File: config.mk
export PLATFORM = sky130hd
export DESIGN_NAME = lsu
export DESIGN_NICKNAME = d
export VERILOG_FILES = /design/src/rtl/lsu_pkg.sv /design/src/rtl/lsu_lane.sv /design/src/rtl/lsu.sv
export SDC_FILE = /design/constraint.sdc
export NUM_CORES = 1
export LEC_CHECK = 0
export CAP_MARGIN = 25
export CORE_MARGIN = 2
export CORE_UTILIZATION = 40
export DETAILED_ROUTE_END_ITERATION = 10
export PLACE_DENSITY = 0.81
export SLEW_MARGIN = 20
export SYNTH_ARGS = -nofsm -noshare
export SYNTH_HDL_FRONTEND = slang
export SYNTH_SLANG_ARGS = --single-unit
export TNS_END_PERCENT = 20
File: constraint.sdc
create_clock -name clock -period 2.6 [get_ports clock]
set_input_delay 0.39 -clock clock [delete_from_list [all_inputs] [get_ports clock]]
set_output_delay 0.39 -clock clock [all_outputs]
set_load 0.1 [all_outputs]
File: src/rtl/lsu_pkg.sv
// Shared types and constants for the MEM-stage load/store unit.
package lsu_pkg;

  typedef enum logic [1:0] {
    ST_IDLE = 2'd0,
    ST_BUS  = 2'd1,
    ST_RESP = 2'd2
  } lsu_state_e;

  // Access size taken from funct3[1:0]; codes 3/6/7 fall into the word case
  localparam logic [1:0] SZ_B = 2'b00;
  localparam logic [1:0] SZ_H = 2'b01;
  localparam logic [1:0] SZ_W = 2'b10;

  localparam logic [3:0] CAUSE_LD_MIS = 4'd4;
  localparam logic [3:0] CAUSE_LD_FLT = 4'd5;
  localparam logic [3:0] CAUSE_ST_MIS = 4'd6;
  localparam logic [3:0] CAUSE_ST_FLT = 4'd7;

  function automatic int cnt_width(input int timeout);
    int w;
    w = $clog2(timeout);
    return (w < 1) ? 1 : w;
  endfunction

endpackage

File: src/rtl/lsu_lane.sv
// Byte-lane steering for stores and lane extract plus sign/zero extension for loads.
module lsu_lane
  import lsu_pkg::*;
(
  input  logic [1:0]  st_size,
  input  logic [1:0]  st_off,
  input  logic [31:0] st_data,
  output logic [3:0]  st_strb,
  output logic [31:0] st_wdata,
  input  logic [1:0]  ld_size,
  input  logic        ld_uns,
  input  logic [1:0]  ld_off,
  input  logic [31:0] ld_data,
  output logic [31:0] ld_ext
);

  logic [7:0]  byte_sel;
  logic [15:0] half_sel;

  always_comb begin
    st_strb  = 4'hF;
    st_wdata = st_data;
    case (st_size)
      SZ_B: begin
        st_strb  = 4'b0001 << st_off;
        st_wdata = {4{st_data[7:0]}};
      end
      SZ_H: begin
        st_strb  = st_off[1] ? 4'b1100 : 4'b0011;
        st_wdata = {2{st_data[15:0]}};
      end
      default: begin
        st_strb  = 4'hF;
        st_wdata = st_data;
      end
    endcase
  end

  // Half-word lane uses only off[1]; word ignores the offset entirely
  always_comb begin
    case (ld_off)
      2'd0:    byte_sel = ld_data[7:0];
      2'd1:    byte_sel = ld_data[15:8];
      2'd2:    byte_sel = ld_data[23:16];
      default: byte_sel = ld_data[31:24];
    endcase
    half_sel = ld_off[1] ? ld_data[31:16] : ld_data[15:0];
    case (ld_size)
      SZ_B:    ld_ext = ld_uns ? {24'h0, byte_sel} : {{24{byte_sel[7]}}, byte_sel};
      SZ_H:    ld_ext = ld_uns ? {16'h0, half_sel} : {{16{half_sel[15]}}, half_sel};
      default: ld_ext = ld_data;
    endcase
  end

endmodule

File: src/rtl/lsu.sv
// MEM-stage load/store unit: req/ack data bus, stalls while busy, misaligned/timeout exceptions.
// Misalignment traps are enabled by defining LSU_MISALIGN_TRAP_EN.
module lsu
  import lsu_pkg::*;
#(
  parameter int TIMEOUT = 16
) (
  input  logic        clock,
  input  logic        reset,
  input  logic        req_valid,
  input  logic        req_we,
  input  logic [2:0]  req_funct3,
  input  logic [31:0] req_addr,
  input  logic [31:0] req_wdata,
  input  logic [4:0]  req_rd,
  output logic        stall,
  output logic        mem_req,
  output logic        mem_we,
  output logic [31:0] mem_addr,
  output logic [3:0]  mem_wstrb,
  output logic [31:0] mem_wdata,
  input  logic        mem_ack,
  input  logic [31:0] mem_rdata,
  output logic        wb_valid,
  output logic [4:0]  wb_rd,
  output logic [31:0] wb_data,
  output logic        exc_valid,
  output logic [3:0]  exc_cause,
  output logic [31:0] exc_addr
);

  localparam int CW = cnt_width(TIMEOUT);
  localparam logic [CW-1:0] CNT_LAST = CW'(TIMEOUT - 1);

  lsu_state_e    state_q, state_d;
  logic [CW-1:0] cnt_q;
  logic          accept, bus_ack, bus_to, done, in_bus, misalign;

  logic          we_p1;
  logic [2:0]    f3_p1;
  logic [31:0]   addr_p1;
  logic [4:0]    rd_p1;
  logic [3:0]    wstrb_p1;
  logic [31:0]   wdata_p1;

  logic          wb_valid_p2, exc_valid_p2;
  logic [4:0]    wb_rd_p2;
  logic [31:0]   wb_data_p2, exc_addr_p2;
  logic [3:0]    exc_cause_p2;

  logic [3:0]    st_strb;
  logic [31:0]   st_wdata, ld_ext;

  lsu_lane u_lane (
    .st_size  (req_funct3[1:0]),
    .st_off   (req_addr[1:0]),
    .st_data  (req_wdata),
    .st_strb  (st_strb),
    .st_wdata (st_wdata),
    .ld_size  (f3_p1[1:0]),
    .ld_uns   (f3_p1[2]),
    .ld_off   (addr_p1[1:0]),
    .ld_data  (mem_rdata),
    .ld_ext   (ld_ext)
  );

`ifdef LSU_MISALIGN_TRAP_EN
  always_comb begin
    case (req_funct3[1:0])
      SZ_B:    misalign = 1'b0;
      SZ_H:    misalign = req_addr[0];
      default: misalign = |req_addr[1:0];
    endcase
  end
`else
  assign misalign = 1'b0;
`endif

  always_ff @(posedge clock or negedge reset) begin
    if (!reset) state_q <= ST_IDLE;
    else        state_q <= state_d;
  end

  always_comb begin
    state_d = state_q;
    accept  = 1'b0;
    bus_ack = 1'b0;
    bus_to  = 1'b0;
    done    = 1'b0;
    in_bus  = 1'b0;
    case (state_q)
      ST_IDLE: begin
        if (req_valid) begin
          accept  = 1'b1;
          state_d = misalign ? ST_RESP : ST_BUS;
        end
      end
      ST_BUS: begin
        in_bus = 1'b1;
        if (mem_ack) begin
          bus_ack = 1'b1;
          state_d = ST_RESP;
        end else if (cnt_q == CNT_LAST) begin
          bus_to  = 1'b1;
          state_d = ST_RESP;
        end
      end
      ST_RESP: begin
        done    = 1'b1;
        state_d = ST_IDLE;
      end
      default: state_d = ST_IDLE;
    endcase
  end

  // Wait counter: value k means k unacknowledged BUS cycles already elapsed
  always_ff @(posedge clock or negedge reset) begin
    if (!reset)                                     cnt_q <= '0;
    else if (state_q == ST_BUS && state_d == ST_BUS) cnt_q <= cnt_q + 1'b1;
    else                                             cnt_q <= '0;
  end

  // Request capture stage
  always_ff @(posedge clock or negedge reset) begin
    if (!reset) begin
      we_p1    <= 1'b0;
      f3_p1    <= 3'd0;
      addr_p1  <= 32'h0;
      rd_p1    <= 5'd0;
      wstrb_p1 <= 4'h0;
      wdata_p1 <= 32'h0;
    end else if (accept) begin
      we_p1    <= req_we;
      f3_p1    <= req_funct3;
      addr_p1  <= req_addr;
      rd_p1    <= req_rd;
      wstrb_p1 <= req_we ? st_strb : 4'h0;
      wdata_p1 <= st_wdata;
    end
  end

  // Response stage: pulses are high only during RESP; data holds between events
  always_ff @(posedge clock or negedge reset) begin
    if (!reset) begin
      wb_valid_p2  <= 1'b0;
      wb_rd_p2     <= 5'd0;
      wb_data_p2   <= 32'h0;
      exc_valid_p2 <= 1'b0;
      exc_cause_p2 <= 4'd0;
      exc_addr_p2  <= 32'h0;
    end else begin
      wb_valid_p2  <= 1'b0;
      exc_valid_p2 <= 1'b0;
      if (bus_ack && !we_p1) begin
        wb_valid_p2 <= 1'b1;
        wb_rd_p2    <= rd_p1;
        wb_data_p2  <= ld_ext;
      end
      if (accept && misalign) begin
        exc_valid_p2 <= 1'b1;
        exc_cause_p2 <= req_we ? CAUSE_ST_MIS : CAUSE_LD_MIS;
        exc_addr_p2  <= req_addr;
      end
      if (bus_to) begin
        exc_valid_p2 <= 1'b1;
        exc_cause_p2 <= we_p1 ? CAUSE_ST_FLT : CAUSE_LD_FLT;
        exc_addr_p2  <= addr_p1;
      end
    end
  end

  // Reset gates stall directly so it falls with the asynchronous reset
  assign stall     = reset & req_valid & ~done;
  assign mem_req   = in_bus;
  assign mem_we    = we_p1 & in_bus;
  assign mem_addr  = {addr_p1[31:2], 2'b00};
  assign mem_wstrb = wstrb_p1 & {4{in_bus}};
  assign mem_wdata = wdata_p1;
  assign wb_valid  = wb_valid_p2;
  assign wb_rd     = wb_rd_p2;
  assign wb_data   = wb_data_p2;
  assign exc_valid = exc_valid_p2;
  assign exc_cause = exc_cause_p2;
  assign exc_addr  = exc_addr_p2;

endmodule

== After elaboration in Yosys (flattened, before gate mapping) ==
Index checks and enable logic that the tools add are counted.

* Bits in registers: 158
* Input port bits: 109
* Output and inout bits: 146
* Word-level logic and storage cells: 62

* Add/subtract/negate cells: 1
* Equality and inequality tests: 8
* Shift-type cells: 1
* Mux-type cells: 26
* Bitwise gates (word level): 5
* Reductions and logical operators: 7

{| class="wikitable"
|+ Operator list
! cell !! count
|-
| $pmux 32 s2 || 2
|-
| $mux 32 || 2
|-
| $pmux 8 s3 || 1
|-
| $mux 16 || 1
|-
| $mux 4 || 3
|-
| $mux 1 || 11
|-
| $eq 2x1->1 const B || 5
|-
| $logic_not 2->1 || 4
|-
| $mux 2 || 4
|-
| $pmux 4 s2 || 1
|-
| $add 4x1->4 const B || 1
|-
| $and 4x4->4 || 1
|-
| $eq 2x2->1 const B || 2
|-
| $eq 4x4->1 const B || 1
|-
| $pmux 2 s2 || 1
|-
| $shl 1x2->4 const A || 1
|-
| $and 1x1->1 || 3
|-
| $logic_and 1x1->1 || 2
|-
| $logic_not 1->1 || 1
|-
| $not 1->1 || 1
|}

== Logic depth before layout (Yosys ltp) ==
* Word-level depth: 7
* Gate-level depth with buffers: 7
* Depth with buffers taken out: 6

== By module ==
A second synthesis with hierarchy kept.

* Cells, all modules: 726
* Area total of the unflattened synthesis: 7438.4 um^2

{| class="wikitable"
|+ By module, submodules not included
! module !! instances !! cells an instance !! area an instance (um^2) !! seq. area each (um^2)
|-
| lsu || 1 || 544 || 6154.7 || 3903.7
|-
| lsu_lane || 1 || 182 || 1283.7 || 0.0
|}

== Worst setup path before layout ==
No wires, ideal clock.

* Path kind: reg-to-output
* Start point: register state_q[0]
* End point: output stall
* Arrival: 1.893 ns
* Required time: 2.210 ns
* Slack: 0.317 ns
* Cell stages (with the launch flop): 3
* Buffers on the path: 0
* Path through: dfrtp_1 > inv_1 > a21oi_1

* Longest elaborated chain between the ends: 4

{| class="wikitable"
|+ Ends and longest elaborated chain
! what !! line !! RTL
|-
| start: declaration || lsu.sv:35 || <nowiki>lsu_state_e state_q, state_d;</nowiki>
|-
| start signal: assignment || lsu.sv:81 || <nowiki>else state_q <= state_d;</nowiki>
|-
| $eq 2x2->1 || lsu.sv:91 || <nowiki>case (state_q)</nowiki>
|-
| $mux 1 || lsu.sv:91 ||
|-
| $not 1->1 || lsu.sv:173 || <nowiki>assign stall = reset & req_valid & ~done;</nowiki>
|-
| $and 1x1->1 || lsu.sv:173 ||
|-
| end: declaration || lsu.sv:16 || <nowiki>output logic stall,</nowiki>
|}

Every way passes these cells.

== Worst setup path after layout ==
* Start point: register state_q[1]
* End point: output mem_wstrb[0]

* Longest elaborated chain between the ends: 3

{| class="wikitable"
|+ Ends and longest elaborated chain
! what !! line !! RTL
|-
| $eq 2x1->1 || lsu.sv:91 ||
|-
| $mux 1 || lsu.sv:91 ||
|-
| $and 4x4->4 || lsu.sv:177 || <nowiki>assign mem_wstrb = wstrb_p1 & {4{in_bus}};</nowiki>
|-
| end: declaration || lsu.sv:20 || <nowiki>output logic [3:0] mem_wstrb,</nowiki>
|}

Every way passes these cells.

==> results.md <==
- Later-pin clock latency in the skew report: 0.42 ns
- Least-Margin Pin Slew: 0.851 ns
- H-tree Lvls: 4
- Total setup buffers inserted after CTS: 0
- Iteration-0 DRC Markers: 212
- Via count of the first global-routing pass: 5767
- Max-capacitance violation count: 0
- Setup violations, final: 0
- Post-detailed-route via-to-cell ratio: 5.03
- Source of the critical timing path: state_q[1]
- Total core area: 17200 µm²
- Drc violations: 0
- Capturing element of the worst setup path: mem_wstrb[0]
- RSZ-0062 raised after global routing: false
- Dominant delay contributor by cell family on the critical path: buffers and inverters
- Total standard cell area after synthesis: 7010 µm²
- Relative slew margins: 0.433
- Category of the worst setup path launch point: register
- Cell Chain, Critical Path: nand2b_4, inv_2, and2_1, buf_4
- Critical path class: register to output pin
- Avg Cell Area, Syn: 9.92 µm²
- Final critical path time including I/O delays and setup: 1.99 ns
- Maximum number of pins on one net before global-route repair: 157
- Initial standard-cell utilization of the core: 0.407
- Quantity of gates resized following cts: 0
- Total of warnings raised by yosys: 0
- Cell at the root of the clock tree: sky130_fd_sc_hd__clkbuf_16
- Final hold violation count: 0
- Fraction of final layout cells with drive strength greater than 1: 0.263
- Post-detailed-route count of antenna-violating nets: 0
- Primary FF master, synth: sky130_fd_sc_hd__dfrtp_1
- Utilization of the core after routing: 0.569
- Maximum clock path buffer count: 2
- Part of the Yosys area used for sequential elements: 0.557
- Filler-free cell count of the finished design: 1159
- Reg2reg path depth: 5
- Max Clk Rate: 0.502 GHz
- Fill count: 1508
- Placer congestion estimate: 0.901
- Biggest cell delay along the critical path: 0.39 ns
- Register bit total from synthesis: 156
- Clock slew at the register clock pins of the worst setup and hold paths: 0.07 ns
- Number of buffers added on ports: 251
- Area of the die: 18600 µm²
- Total gr overflow: 0
- Source of the worst register-to-register timing path: f3_p1[1]
- Floorplan die height: 136 µm
- Number of buffers created by CTS: 17
- TritonCTS clock tree: built
- Total Routed Length: 19.2 mm
- Number of top-level design ports: 255
- Endpoint class of the critical path: output pin
- Count of final max-slew check failures: 0
- Via count: 5824
- WP buf/inv: 2
- Die Wd: 136 µm
- Number of nets in the final layout: 1030
- Logic depth of the worst path, buffers included: 4
- First-pass GRT wire length: 29.8 mm
- Cell total after placement: 1126
- TritonRoute pass-1 iters: 4
- Async SR Flop Fraction: 1.00
- Overall Global Routing Usage: 0.208
- Data required time of the critical path: 2.21 ns
- Initial antenna violation count: 0
- Mapped Cells: 707
- Synth unique cells: 45
- Share of the clock period used by the worst path: 0.767
- Count of flip-flops with a built-in enable after synthesis: 0
- Result of the run: finished clean
- Critical path peak fanout: 9
- Fin Clk Skew: 0.00688 ns
- # clock sinks: 156
- HP Class: primary input to asynchronous set/reset pin
- Final-layout setup total negative slack: 0 ns
- Area Overhead vs Synth: 39.8%
- Critical path data arrival time: 1.60 ns
- R2r setup slk: 0.72 ns
- Critical R2R Capture: wb_data[9]
- Half-perimeter wire length of the detailed placement result: 13.7 mm
- CTS Hold Buffers Added: 0
- Critical-path cell with the highest stage delay: sky130_fd_sc_hd__dfrtp_1
- Number of rows in the core area: 48
- Routed wire per std cell: 16.5 µm
==> how the worst min path moves through the flow <==
stage	from	end	cells past startpoint
floorplan	reset	addr_p1[0]	0
global placement	rd_p1[1]	wb_rd[1]	2
detailed placement	rd_p1[0]	wb_rd[0]	2
CTS	reset	addr_p1[8]	2
global route	reset	exc_addr[2]	2
finish	reset	addr_p1[2]	2
==> state kept, by name (all words and copies together) (netlist names) <==
signal and count:
addr_p1 32, cnt_q 4, exc_addr 32, exc_cause 2, exc_valid 1, f3_p1 3
mem_wdata 32, rd_p1 5, state_q 2, wb_data 32, wb_rd 5, wb_valid 1
we_p1 1, wstrb_p1 4
==> cell usage after synthesis, drive strengths merged, types with 2 or more instances <==
master | number | area [µm²]
inv | 7 | 26.3
a221oi | 8 | 70.1
nand3 | 3 | 15.0
a211oi | 7 | 52.6
mux2i | 24 | 240
a21oi | 54 | 308
a21o | 8 | 60.1
nor2 | 46 | 175
nor3 | 2 | 21.3
o41ai | 6 | 52.6
nor2b | 10 | 62.6
and2 | 6 | 37.5
mux2 | 34 | 383
clkbuf | 28 | 106
a311oi | 6 | 52.6
nand2 | 200 | 751
a31oi | 4 | 25.0
nand2b | 3 | 26.3
buf | 48 | 338
dfrtp | 156 | 3900
o21ai | 32 | 160
or2 | 3 | 18.8
==> placed cells by master (no fill, tap or decap), types with 4 or more instances in the layout <==
| cell | instances |
|---|---|
| sky130_fd_sc_hd__dfrtp_1 | 156 |
| sky130_fd_sc_hd__a221oi_1 | 8 |
| sky130_fd_sc_hd__nand2_1 | 199 |
| sky130_fd_sc_hd__inv_8 | 5 |
| sky130_fd_sc_hd__a211oi_1 | 7 |
| sky130_fd_sc_hd__buf_4 | 154 |
| sky130_fd_sc_hd__o41ai_1 | 6 |
| sky130_fd_sc_hd__inv_1 | 6 |
| sky130_fd_sc_hd__a311oi_1 | 6 |
| sky130_fd_sc_hd__nor2_1 | 45 |
| sky130_fd_sc_hd__clkdlybuf4s50_1 | 107 |
| sky130_fd_sc_hd__a31oi_1 | 4 |
| sky130_fd_sc_hd__clkinvlp_4 | 4 |
| sky130_fd_sc_hd__a21oi_2 | 10 |
| sky130_fd_sc_hd__a21o_1 | 8 |
| sky130_fd_sc_hd__clkbuf_16 | 17 |
| sky130_fd_sc_hd__mux2i_1 | 24 |
| sky130_fd_sc_hd__mux2_2 | 32 |
| sky130_fd_sc_hd__o21ai_0 | 32 |
| sky130_fd_sc_hd__and2_1 | 5 |
| sky130_fd_sc_hd__a21oi_1 | 44 |
| sky130_fd_sc_hd__buf_12 | 6 |
| sky130_fd_sc_hd__nor2b_1 | 10 |
==> layout make-up <==
cell class / instances / area (µm²) / area share
clock buffers: 17 / 425 / 0.0434
multi-input cells: 470 / 2650 / 0.271
flip-flops and latches: 156 / 3900 / 0.398
repair buffers: 268 / 2360 / 0.241
inverters: 7 / 26.3 / 0.00268
well taps: 225 / 282 / 0.0287
clock inverters: 15 / 154 / 0.0157
diodes: 1 / 2.50 / 0.000255
==> per-stage QoR <==
| stage | worst slack (ns) | hold WS, ns | area [µm²] |
|---|---|---|---|
| floorplan | 0.317 | 0.0944 | 7020 |
| global placement | 0.540 | 0.449 | 9220 |
| detailed placement | 0.477 | 0.453 | 9220 |
| CTS | 0.569 | 0.194 | 9800 |
| global route | 0.520 | 0.222 | 9800 |
| finish | 0.606 | 0.131 | 9810 |
==> per-layer routing <==
metal	track usage	wire [µm]
met1	0.262	7920
met3	0.0652	1610
met4	0.0909	497
met2	0.329	9140
met5	0	0
==> cell families after synthesis <==
logic type	count (synthesis)	synth area share
other	1	0.000535
AO/OA/AOI/OAI	128	0.115
flip-flops	156	0.557
AND/OR/NAND/NOR	277	0.163
buffers and inverters	83	0.0671
multiplexers	59	0.0926
XOR/XNOR	2	0.00250
adder cells (fa/ha/maj)	1	0.00178
Power is not shown: default switching activity piles up to over one toggle a cycle in this logic, so the estimate is an artifact.
